[src/rtl/sdram_burst_reader.sv]
// sdram_burst_reader: splits a beat-count read request into Avalon-MM
// sub-bursts of at most MAX_BURST beats, one outstanding at a time.
// Returned beats are tagged with a running index across the whole request.
//
// Ports:
//   clk, rst_n           clock, async active-low reset
//   read_addr/read_cnt   byte base address and beat count of a request
//   read_start           single-cycle request strobe (ignored while busy)
//   out_valid/idx/data   captured beat, one cycle after readdatavalid
//   busy                 accepted request in progress (through done cycle)
//   done                 pulse with the last out_valid (or after a 0-beat start)
//   read/address/burstcount/waitrequest/readdata/readdatavalid
//                        Avalon-MM read master
module sdram_burst_reader #(
    parameter int SDRAM_W   = 128,
    parameter int MAX_BURST = 256
) (
    input  logic               clk,
    input  logic               rst_n,
    input  logic [31:0]        read_addr,
    input  logic [10:0]        read_cnt,
    input  logic               read_start,
    output logic               out_valid,
    output logic [10:0]        out_idx,
    output logic [SDRAM_W-1:0] out_data,
    output logic               busy,
    output logic               done,
    output logic               read,
    output logic [31:0]        address,
    output logic [10:0]        burstcount,
    input  logic               waitrequest,
    input  logic [SDRAM_W-1:0] readdata,
    input  logic               readdatavalid
);

    localparam logic [10:0] MAXB       = 11'(MAX_BURST);
    localparam logic [31:0] BEAT_BYTES = 32'(SDRAM_W / 8);

    typedef enum logic [1:0] {
        S_IDLE,
        S_REQ,
        S_DATA
    } state_e;

    state_e               state_q, state_d;
    logic [31:0]          cur_addr_q, cur_addr_d;
    logic [10:0]          remaining_q, remaining_d;
    logic [10:0]          beat_idx_q, beat_idx_d;
    logic [10:0]          sub_q, sub_d;
    logic [10:0]          sub_left_q, sub_left_d;
    logic                 busy_q, busy_d;
    logic                 done_q, done_d;
    logic                 out_valid_q, out_valid_d;
    logic [10:0]          out_idx_q, out_idx_d;
    logic [SDRAM_W-1:0]   out_data_q, out_data_d;

    logic accept;
    logic start_go;
    logic start_zero;
    logic req_ack;
    logic beat;
    logic sub_end;
    logic last_beat;
    logic next_burst;

    function automatic logic [10:0] clip(input logic [10:0] n);
        return (n > MAXB) ? MAXB : n;
    endfunction

    // busy_q is still high in the done cycle, so a start there is dropped
    assign accept     = (state_q == S_IDLE) && !busy_q && read_start;
    assign start_go   = accept && (read_cnt != 11'd0);
    assign start_zero = accept && (read_cnt == 11'd0);
    assign req_ack    = (state_q == S_REQ) && !waitrequest;
    assign beat       = (state_q == S_DATA) && readdatavalid;
    assign sub_end    = beat && (sub_left_q == 11'd1);
    assign last_beat  = sub_end && (remaining_q == 11'd1);
    assign next_burst = sub_end && (remaining_q != 11'd1);

    // state register
    always_ff @(posedge clk or negedge rst_n) begin
        if (!rst_n) begin
            state_q <= S_IDLE;
        end else begin
            state_q <= state_d;
        end
    end

    // next-state logic
    always_comb begin
        state_d = state_q;
        unique case (state_q)
            S_IDLE: if (start_go) state_d = S_REQ;
            S_REQ:  if (req_ack) state_d = S_DATA;
            S_DATA: begin
                if (last_beat) begin
                    state_d = S_IDLE;
                end else if (next_burst) begin
                    state_d = S_REQ;
                end
            end
            default: state_d = S_IDLE;
        endcase
    end

    // Avalon request outputs; registered values stay put while stalled
    always_comb begin
        read       = (state_q == S_REQ);
        address    = read ? cur_addr_q : 32'd0;
        burstcount = read ? sub_q : 11'd0;
    end

    always_comb begin
        cur_addr_d  = cur_addr_q;
        remaining_d = remaining_q;
        beat_idx_d  = beat_idx_q;
        sub_d       = sub_q;
        sub_left_d  = sub_left_q;
        out_valid_d = 1'b0;
        out_idx_d   = out_idx_q;
        out_data_d  = out_data_q;

        if (start_go) begin
            cur_addr_d  = read_addr;
            remaining_d = read_cnt;
            beat_idx_d  = 11'd0;
            sub_d       = clip(read_cnt);
        end

        if (req_ack) begin
            sub_left_d = sub_q;
        end

        if (beat) begin
            out_valid_d = 1'b1;
            out_data_d  = readdata;
            out_idx_d   = beat_idx_q;
            beat_idx_d  = beat_idx_q + 11'd1;
            sub_left_d  = sub_left_q - 11'd1;
            remaining_d = remaining_q - 11'd1;
        end

        // advance past the finished sub-burst; address wraps at 2^32
        if (next_burst) begin
            cur_addr_d = cur_addr_q + 32'(sub_q) * BEAT_BYTES;
            sub_d      = clip(remaining_q - 11'd1);
        end

        busy_d = (state_d != S_IDLE) || last_beat;
        done_d = last_beat || start_zero;
    end

    always_ff @(posedge clk or negedge rst_n) begin
        if (!rst_n) begin
            cur_addr_q  <= 32'd0;
            remaining_q <= 11'd0;
            beat_idx_q  <= 11'd0;
            sub_q       <= 11'd0;
            sub_left_q  <= 11'd0;
            busy_q      <= 1'b0;
            done_q      <= 1'b0;
            out_valid_q <= 1'b0;
            out_idx_q   <= 11'd0;
            out_data_q  <= '0;
        end else begin
            cur_addr_q  <= cur_addr_d;
            remaining_q <= remaining_d;
            beat_idx_q  <= beat_idx_d;
            sub_q       <= sub_d;
            sub_left_q  <= sub_left_d;
            busy_q      <= busy_d;
            done_q      <= done_d;
            out_valid_q <= out_valid_d;
            out_idx_q   <= out_idx_d;
            out_data_q  <= out_data_d;
        end
    end

    assign busy      = busy_q;
    assign done      = done_q;
    assign out_valid = out_valid_q;
    assign out_idx   = out_idx_q;
    assign out_data  = out_data_q;

endmodule

[config.mk]
export PLATFORM = sky130hd
export DESIGN_NAME = sdram_burst_reader
export DESIGN_NICKNAME = d
export VERILOG_FILES = /design/src/rtl/sdram_burst_reader.sv
export SDC_FILE = /design/constraint.sdc
export NUM_CORES = 1
export LEC_CHECK = 0
export ABC_AREA = 1
export CORE_UTILIZATION = 46
export DETAILED_ROUTE_END_ITERATION = 10
export PLACE_DENSITY = 0.79
export RECOVER_POWER = 25
export SLEW_MARGIN = 20
export SYNTH_ARGS = -nofsm -noshare
export SYNTH_HDL_FRONTEND = slang
export SYNTH_SLANG_ARGS = --single-unit
[constraint.sdc]
create_clock -name clk -period 2.2 [get_ports clk]
set_clock_uncertainty 0.15 [all_clocks]
set_input_delay 0.33 -clock clk [delete_from_list [all_inputs] [get_ports clk]]
set_output_delay 0.33 -clock clk [all_outputs]
set_load 0.02 [all_outputs]
==> results of run 1 <==
==> worst max-delay path: stages, from the launching register on <==
cell and delay [ps]:
dfrtp_1 410, nor2_4 150, inv_4 80, nor2_1 110, dlygate4sd2_1 390
==> layer usage <==
layer  wire length (um)  GRT usage (%)  up-vias
met5                  0              0        -
met4               1540           12.0        0
met3               2440           5.88      103
met2              16900           48.1      418
met1              14200           36.0     5115
li1                   -              -     5325
==> worst max-delay path by stage <==
stage / startpoint / to / slack (ps) / depth (start not counted)
2_1_floorplan: sub_q[0] / cur_addr_q[20] / 230 / 11
3_3_place_gp: read_cnt[6] / sub_q[7] / -20 / 12
3_5_place_dp: read_cnt[0] / cur_addr_q[13] / -70 / 12
4_1_cts: state_q[0] / address[13] / 2 / 6
5_1_grt: state_q[1] / burstcount[8] / -10 / 4
6_report: state_q[1] / burstcount[9] / 70 / 4
==> placed cells by master, fill, tap and decap left out, types with 7 or more instances in the layout <==
master,instances
nand2_1,641
clkdlybuf4s50_1,316
dfrtp_1,220
nor2_1,123
nand3_1,122
inv_1,111
buf_4,59
clkbuf_16,24
clkbuf_2,20
o21ai_1,17
a21oi_1,15
o21ai_0,15
buf_2,15
inv_2,11
ha_1,11
nand4_1,9
o22ai_1,9
buf_12,9
nand2_2,8
clkinv_1,8
o211ai_1,7
o221ai_1,7
==> state kept, by name, indices dropped and copies added (netlist names) <==
name / flops
out_valid: 1
done: 1
out_idx: 11
sub_left_q: 11
busy: 1
sub_q: 11
cur_addr_q: 32
state_q: 2
beat_idx_q: 11
remaining_q: 11
out_data: 128
==> layout make-up <==
class                      count  area (um2)  share of cell area (%)
sequential                   220        5510                    34.3
clock buffer                  34         698                    4.35
timing repair buffer         432        4110                    25.6
multi-input combinational   1046        4720                    29.4
inverter                     132         500                    3.12
tap                          313         392                    2.44
clock inverter                 9         109                   0.679
==> kinds of logic (layout without fill, tap and decap cells) <==
kind of cell | after synthesis | in the layout | synth area share (%)
compound gates | 75 | 75 | 4.11
xor+xnor | 11 | 11 | 0.889
fa+ha+maj | 17 | 17 | 2.03
buf+inv | 188 | 607 | 6.97
flops | 220 | 220 | 50.8
mux | 1 | 1 | 0.0924
simple gates | 942 | 942 | 35.1
==> what timing repair did <==
item / in CTS / in global routing
hold endpoints to repair: 202 / 0
pin swaps: 1 / 1
hold buffers: 1 / 0
resized for setup: 125 / 58
gates cloned: 1 / 0
setup buffers: 2 / 3
endpoints found under the setup margin: 44 / 72
==> per-stage QoR <==
step           hold WS (ps)  instance area [um2]  total power, mW  worst slack [ps]
2_1_floorplan          -116                10800             12.3               231
3_3_place_gp           91.5                15200             16.9             -17.8
3_5_place_dp           91.9                15200             17.2             -68.4
4_1_cts                 129                16000             21.4              2.45
5_1_grt                 173                16000             22.9             -9.88
6_report                176                16000             21.5              67.9
==> report_power, final <==
group	switching (mW)	internal, mW	total, mW
sequential	1.25	5.76	7.01
clock	1.69	2.44	4.13
combinational	5.93	4.44	10.4
total	8.87	12.7	21.5
==> results_dict.tcl, run 1 <==
set metrics [dict create \
    io_buffers 361 \
    final_core_util_pct 70.2 \
    drt-pass1-iter-count 5 \
    whs_endpoint "out_data[42]" \
    die_area_um2 24200 \
    dp_cells 2136 \
    finalSetupTns_ps 0 \
    num_antenna_cells 0 \
    p_leak_nw 8.08 \
    htreeDepth 1 \
    via_per_inst 5.01 \
    core_um2 22800 \
    synth_top_cell_area_share_pct 50.8 \
    setup_viol 0 \
    ys_seq_elements 220 \
    worstSetupEndpointType "primary output" \
    worst_pin_slew_ps 1130 \
    die_w_um 155 \
    synth_most_common_cell "nand2_1" \
    initial_core_util_pct 47.4 \
    slew_headroom_pct 24.9 \
    synthArstFlopShare_pct 100 \
    num_rows 55 \
    p_per_area_nw_per_um2 1340 \
    grt_pass1_vias 10800 \
    netlist_top_cells_area "dfrtp_1 51%, nand2_1 22%, nand3_1 5.9%" \
    wl_per_cell_um 16.0 \
    crit-reg2reg-launch "cur_addr_q[4]" \
    final_nets 2049 \
    fillers 1839 \
    finalCritPeriodShare_pct 96.9 \
    hold_path_startpoint "readdata[42]" \
    synthToLayoutAreaGrowth_pct 48.1 \
    synth.distinct_cells 41 \
    fmax_ghz 0.469 \
    io_pins 362 \
    arrival_ps 1650 \
    grt_first_pass_wirelength_um 55100 \
    drc_errors 0 \
    drive_gt1_share_pct 10.8 \
    path_class "flop to primary output" \
    hold_violations 0 \
    cts_made_buffers 24 \
    drt_iter0_markers 710 \
    ctsRootBufferMaster "clkbuf_16" \
    totalWireLength_um 35000 \
    synth_warnings 0 \
    antenna_left 0 \
    hp-class "input pin to flop" \
    dominantRegCellSynth "dfrtp_1" \
    cts_tree "done" \
    drv_slew 0 \
    grt_max_degree 75 \
    vdd_ir_drop_max_v 0.000789 \
    cts_buffer_depth 3 \
    grt_remaining_overflow 0 \
    synth-edff-count 0 \
    instances_no_fill 2186 \
    grt_use_total_pct 28.7 \
    status "finished, final reports clean" \
    synth_common_cells "647 x nand2_1, 220 x dfrtp_1, 130 x nor2_1" \
    clock_sinks 220 \
    grt_antenna_before_repair 0 \
    min_path_cells 3 \
    syn_area_um2 10800 \
    yosys.area.top_type "dfrtp_1" \
    cp-start-kind "flop" \
    syn_avg_cell_area_um2 7.45 \
    cp.required_ps 1720 \
    r2r_end "cur_addr_q[30]" \
    fp.dieH_um 155 \
    ys_seq_area_share_pct 50.8 \
    postSynthCellCount 1454 \
    period_minus_slack_ps 2130 \
    gp_congestion 0.928 \
    reg2reg_slack_ps 110 \
    clock_latency_ps 540 \
    crit_fanout 7 \
    syn-num-nets 1647 \
    vias 11000 \
    r2r_cells 12 \
    clk_pin_slew_worst_paths_ps 60 \
    maxCapViolCount 0 \
    dp_hpwl_um 26000 \
]
Power figures use the tool's default switching activity.
==> run 2: changes to the inputs <==
--- a/config.mk
+++ b/config.mk
@@ -10,6 +10,7 @@
 export DETAILED_ROUTE_END_ITERATION = 10
 export PLACE_DENSITY = 0.79
 export RECOVER_POWER = 25
+export SKIP_LAST_GASP = 1
 export SLEW_MARGIN = 20
 export SYNTH_ARGS = -nofsm -noshare
 export SYNTH_HDL_FRONTEND = slang
==> constraint.sdc (replaced) <==
create_clock -name clk -period 2.2 [get_ports clk]
set_clock_uncertainty 0.15 [all_clocks]
set_input_delay 0.33 -clock clk [delete_from_list [all_inputs] [get_ports clk]]
set_output_delay 0.33 -clock clk [all_outputs]
set_load 0.05 [all_outputs]
==> run 2 against run 1 <==
Effect of this change: the flow now finishes with violations (capacitance limit, slew limit); critical path type unchanged; via count grew 1.6%; wire length grew 3.2%; die area is the same; sequential share of layout area shrank 2.1 points; combinational power grew 36%; utilization grew 4.5 points; setup slack lost 45 ps; clock power shrank 2%; hold slack gained 14 ps; power grew 17%.
==> results_dict.tcl, run 2 (synthesis gave the netlist of run 1 again) <==
set metrics [dict create \
    maxCapViolCount 1 \
    p_per_area_nw_per_um2 1470 \
    worst_slack_ps 23.4 \
    htreeDepth 1 \
    hold_violations 0 \
    grt_use_total_pct 29.1 \
    power.internal_mw 12.9 \
    via_per_inst 5.09 \
    final_common_cell "nand2_1" \
    dp_hpwl_um 25900 \
    gp_congestion 0.909 \
    drt_iter0_markers 880 \
    antenna_left 0 \
    critPathSlowestCell "clkdlybuf4s50_1" \
    power.switching_mw 12.2 \
    p_leak_nw 8.93 \
    rsz0062_at_grt "true" \
    arrival_ps 1700 \
    num_rows 55 \
    setup_viol 0 \
    clockPowerShare_pct 16.1 \
    pwr-share-comb_pct 56.0 \
    drt-pass1-iter-count 6 \
    worstSetupEndpointType "primary output" \
    slew_headroom_pct -3.37 \
    path_class "flop to primary output" \
    hp-class "input pin to flop" \
    failed_checks "capacitance limit, slew limit" \
    finalPower_mw 25.1 \
    cts_buffer_depth 3 \
    clk_pin_slew_worst_paths_ps 60 \
    grt_first_pass_wirelength_um 55900 \
    initial_core_util_pct 47.4 \
    cts_made_buffers 24 \
    ctsRootBufferMaster "clkbuf_16" \
    status "complete, but fails checks" \
    die_w_um 155 \
    vdd_ir_drop_max_v 0.00108 \
    num_antenna_cells 0 \
    largest_reg_flops 128 \
    crit_fanout 2 \
    wl_per_cell_um 16.5 \
    fp.dieH_um 155 \
    fmax_ghz 0.459 \
    worstPathCellList "clkdlybuf4s50_1" \
    final_cell_mix "644 x nand2_1, 230 x clkdlybuf4s50_1, 219 x dfrtp_1" \
    worst_pin_slew_ps 1550 \
    cts_tree "done" \
    cp-start-kind "flop" \
    vias 11100 \
    slowest_delay_ps 840 \
    core_um2 22800 \
    die_area_um2 24200 \
    grt_max_degree 78 \
    crit_family "buffers and inverters" \
    drv_slew 52 \
    synthToLayoutAreaGrowth_pct 57.6 \
    hold_ws_ps 190 \
    totalWireLength_um 36200 \
    clock_sinks 220 \
    finalCritPeriodShare_pct 98.9 \
    p_sw_share_pct 48.7 \
    grt_pass1_vias 10900 \
    crit_buf_inv 1 \
    cp.required_ps 1720 \
    seqPwrFrac_pct 27.9 \
    final_nets 2051 \
    io_buffers 361 \
    drc_errors 0 \
    place_ws_ps -118 \
    clock_latency_ps 520 \
    grt_remaining_overflow 0 \
    drive_gt1_share_pct 12.9 \
    io_pins 362 \
    grt_antenna_before_repair 0 \
    period_minus_slack_ps 2180 \
]
## run 2: cell types whose count changed in the layout (fill, tap and decap cells not counted), sizes merged
cell and delta:
dlymetal6s2s +44, buf +28, clkbuf -17, clkinvlp -1, clkinv +1, clkdlybuf4s50 -86, dlygate4sd2 +32
## run 2: cell type report
type	count	area [um2]
inverter	132	500
sequential	220	5510
clock inverter	9	98.8
clock buffer	33	686
fill	1664	5780
tap	313	392
timing repair buffer	434	4910
multi-input combinational	1046	4980
## run 2: through the flow
stage / instance area (um2) / std cells / setup TNS, ps / util, %
floorplan: 10800 / 1454 / -8490 / -
global placement: 15700 / 2137 / -302 / 68.7
detailed placement: 15700 / 2137 / -2960 / 68.7
CTS: 16600 / 2183 / 0 / 72.9
global route: 17100 / 2187 / -172 / 74.7
finish: 17100 / 2187 / 0 / 74.7
## run 2: power groups by stage
| stage | clock [mW] | combinational [mW] | sequential [mW] |
|---|---|---|---|
| 2_1_floorplan | 0 | 4.43 | 10.8 |
| 3_3_place_gp | 0 | 13.3 | 6.95 |
| 3_5_place_dp | 0 | 13.5 | 6.99 |
| 4_1_cts | 4.12 | 13.7 | 6.97 |
| 5_1_grt | 4.28 | 15.0 | 7.21 |
| 6_report | 4.04 | 14.1 | 7.00 |
## run 2: per-layer routing
layer  global-route usage, %  wire length (um)  up-vias  share of wire [%]
li1                        -                 -     5332                  -
met1                    36.9             14300     5224                 40
met2                    48.7             17800      481                 49
met3                    5.65              2540      101                7.0
met4                    12.0              1490        0                4.1
met5                       0                 0        -                  0
## run 2: path summary, 6_finish.rpt
check | startpoint | end | slack, ps | depth (start not counted)
setup / recovery | out_idx[10] | out_idx[10] | 20 | 1
hold / removal | readdata[81] | out_data[81] | 190 | 3
setup reg to reg | cur_addr_q[4] | cur_addr_q[20] | 90 | 11
hold reg to reg | out_data[63] | out_data[63] | 320 | 2
max in group asynchronous | rst_n | state_q[1] | 310 | 3
min in group asynchronous | rst_n | remaining_q[1] | 570 | 2
## run 2: tightest hold or removal path, cell delays in order
cell             delay, ps
clkdlybuf4s50_1        390
nand2_1                 60
nand2_1                 40
## run 2: timing repair
item | CTS | global route
hold buffers | 1 | 0
pin swaps | 1 | 1
endpoints found under the setup margin | 79 | 105
cloned | 1 | 4
hold endpoints to repair | 112 | 0
setup buffers | 2 | 0
gates resized for setup | 91 | 94
==> run 3: changes to the inputs <==
--- a/config.mk
+++ b/config.mk
@@ -6,7 +6,10 @@
 export NUM_CORES = 1
 export LEC_CHECK = 0
 export ABC_AREA = 1
+export ABC_CLOCK_PERIOD_IN_PS = 2200
+export CORE_ASPECT_RATIO = 1.4
 export CORE_UTILIZATION = 46
+export CTS_CLUSTER_DIAMETER = 200
 export DETAILED_ROUTE_END_ITERATION = 10
 export PLACE_DENSITY = 0.79
 export RECOVER_POWER = 25
==> run 3 against run 2 <==
Effect of this change: the flow now finishes without violations; utilization down 1.2 points; clock power down 4%; die area about the same; critical path depth up 8; non-clock buffer count increased by 12; register-to-register slack worse by 70 ps.
==> results_dict.tcl, run 3 (synthesis gave the netlist of run 1 again) <==
set metrics [dict create \
    status "finished, final reports clean" \
    path_class "flop to flop" \
    gp_congestion 1.00 \
    r2r_cells 9 \
    slew_headroom_pct 17.8 \
    io_buffers 361 \
    ctsRootBufferMaster "clkbuf_16" \
    period_minus_slack_ps 2180 \
    grt_use_total_pct 31.6 \
    grt_pass1_vias 11500 \
    initial_core_util_pct 46.7 \
    final_nets 2062 \
    hold_violations 0 \
    final_core_util_pct 73.5 \
    vdd_ir_drop_max_v 0.00116 \
    fp.dieH_um 184 \
    arrival_ps 2480 \
    drc_errors 0 \
    cts_tree "done" \
    worstSetupStartpoint "state_q[1]" \
    critPathSlowestCell "nor3_2" \
    finalCritPeriodShare_pct 99.1 \
    worstSetupEndpointType "flop" \
    cts_buffer_depth 3 \
    die_area_um2 24200 \
    largest_reg_flops 128 \
    final_cell_mix "641 x nand2_1, 238 x clkdlybuf4s50_1, 219 x dfrtp_1" \
    fillers 1731 \
    maxCapViolCount 0 \
    fmax_ghz 0.459 \
    clock_latency_ps 510 \
    core_um2 23200 \
    place_ws_ps -337 \
    setup_viol 0 \
    totalWireLength_um 38900 \
    num_rows 66 \
    cp-start-kind "flop" \
    clock_sinks 220 \
    drt-pass1-iter-count 5 \
    wl_per_cell_um 17.8 \
    grt_max_degree 68 \
    via_per_inst 5.12 \
    drv_slew 0 \
    grt_first_pass_wirelength_um 60000 \
    clk_pin_slew_worst_paths_ps 60 \
    vias 11200 \
    drt_iter0_markers 566 \
    dp_hpwl_um 29000 \
    rsz0062_at_grt "true" \
    die_w_um 132 \
    multi_input_area_um2 4960 \
    regArea_um2 5510 \
    r2r_end "cur_addr_q[28]" \
    grt_antenna_before_repair 4 \
    slowest_delay_ps 400 \
    drive_gt1_share_pct 13.8 \
    reg2reg_slack_ps 20 \
    synthToLayoutAreaGrowth_pct 57.5 \
    worst_pin_slew_ps 1230 \
    cp.required_ps 2500 \
    p_per_area_nw_per_um2 1480 \
    worst_slack_ps 19.2 \
    worstPathCellList "buf_4 > nand3_4 > buf_4 > nor3_2 > nand2_1 > inv_2 > buf_4 > nand3_1 > nand2_1" \
    hp-class "input pin to async pin" \
    finalSetupTns_ps 0 \
    p_leak_nw 8.96 \
    critPathCapture "cur_addr_q[28]" \
    final_common_cell "nand2_1" \
    io_pins 362 \
    cpMostUsedCell "buf_4" \
    htreeDepth 1 \
    crit-reg2reg-launch "state_q[1]" \
    grt_remaining_overflow 0 \
    antenna_left 0 \
    crit_fanout 11 \
    cts_made_buffers 23 \
]
-- run 3: worst min-delay path by stage --
stage | startpoint | endpoint | depth (start not counted)
finish | rst_n | cur_addr_q[24] | 2
floorplan | rst_n | beat_idx_q[0] | 0
global route | rst_n | cur_addr_q[25] | 2
global placement | rst_n | cur_addr_q[24] | 1
detailed placement | rst_n | cur_addr_q[24] | 1
CTS | rst_n | remaining_q[0] | 2
-- run 3: what timing repair did --
action / CTS / global route
cloned: 1 / 3
resized for setup: 67 / 107
hold buffers: 1 / 0
setup endpoints to repair: 66 / 116
setup buffers: 3 / 2
endpoints found under the hold margin: 220 / 0
pin swaps: 1 / 3
-- run 3: metrics by stage --
step	power (mW)	area, um2	cells	hold slack, ps
after detailed placement	20.8	15700	2140	54.5
after global placement	20.6	15700	2140	49.8
after floorplan	15.3	10800	1454	-116
after global routing	26.7	17100	2189	127
final	25.3	17100	2190	110
after CTS	24.9	16600	2183	130
-- run 3: power breakdown --
group	internal (mW)	leakage, nW	switching [mW]
registers	5.76	2.78	1.29
clock network	2.28	0.361	1.61
logic	4.90	5.81	9.46
-- run 3: critical path, delay by kind of cell (launching register included) --
family / cells / cell delay, ps
simple gates: 5 / 870
buf+inv: 4 / 700
flops: 1 / 390
-- run 3: cell type report --
type | instances | area share [%]
Inverter | 132 | 2.97
Sequential cell | 220 | 32.3
Tap cell | 306 | 2.24
Clock inverter | 7 | 0.536
Clock buffer | 31 | 3.79
Multi-Input combinational cell | 1046 | 29.1
Timing Repair Buffer | 446 | 29.1
Antenna cell | 2 | 0.0293
-- run 3: routing by layer --
layer	part of all wire [%]	routed length, um	global-route usage [%]	vias up
li1	-	-	-	5349
met1	35	13500	33.2	5223
met2	51	20000	56.8	503
met3	7.5	2930	7.94	139
met4	6.3	2440	19.3	4
met5	0.059	23	0	-
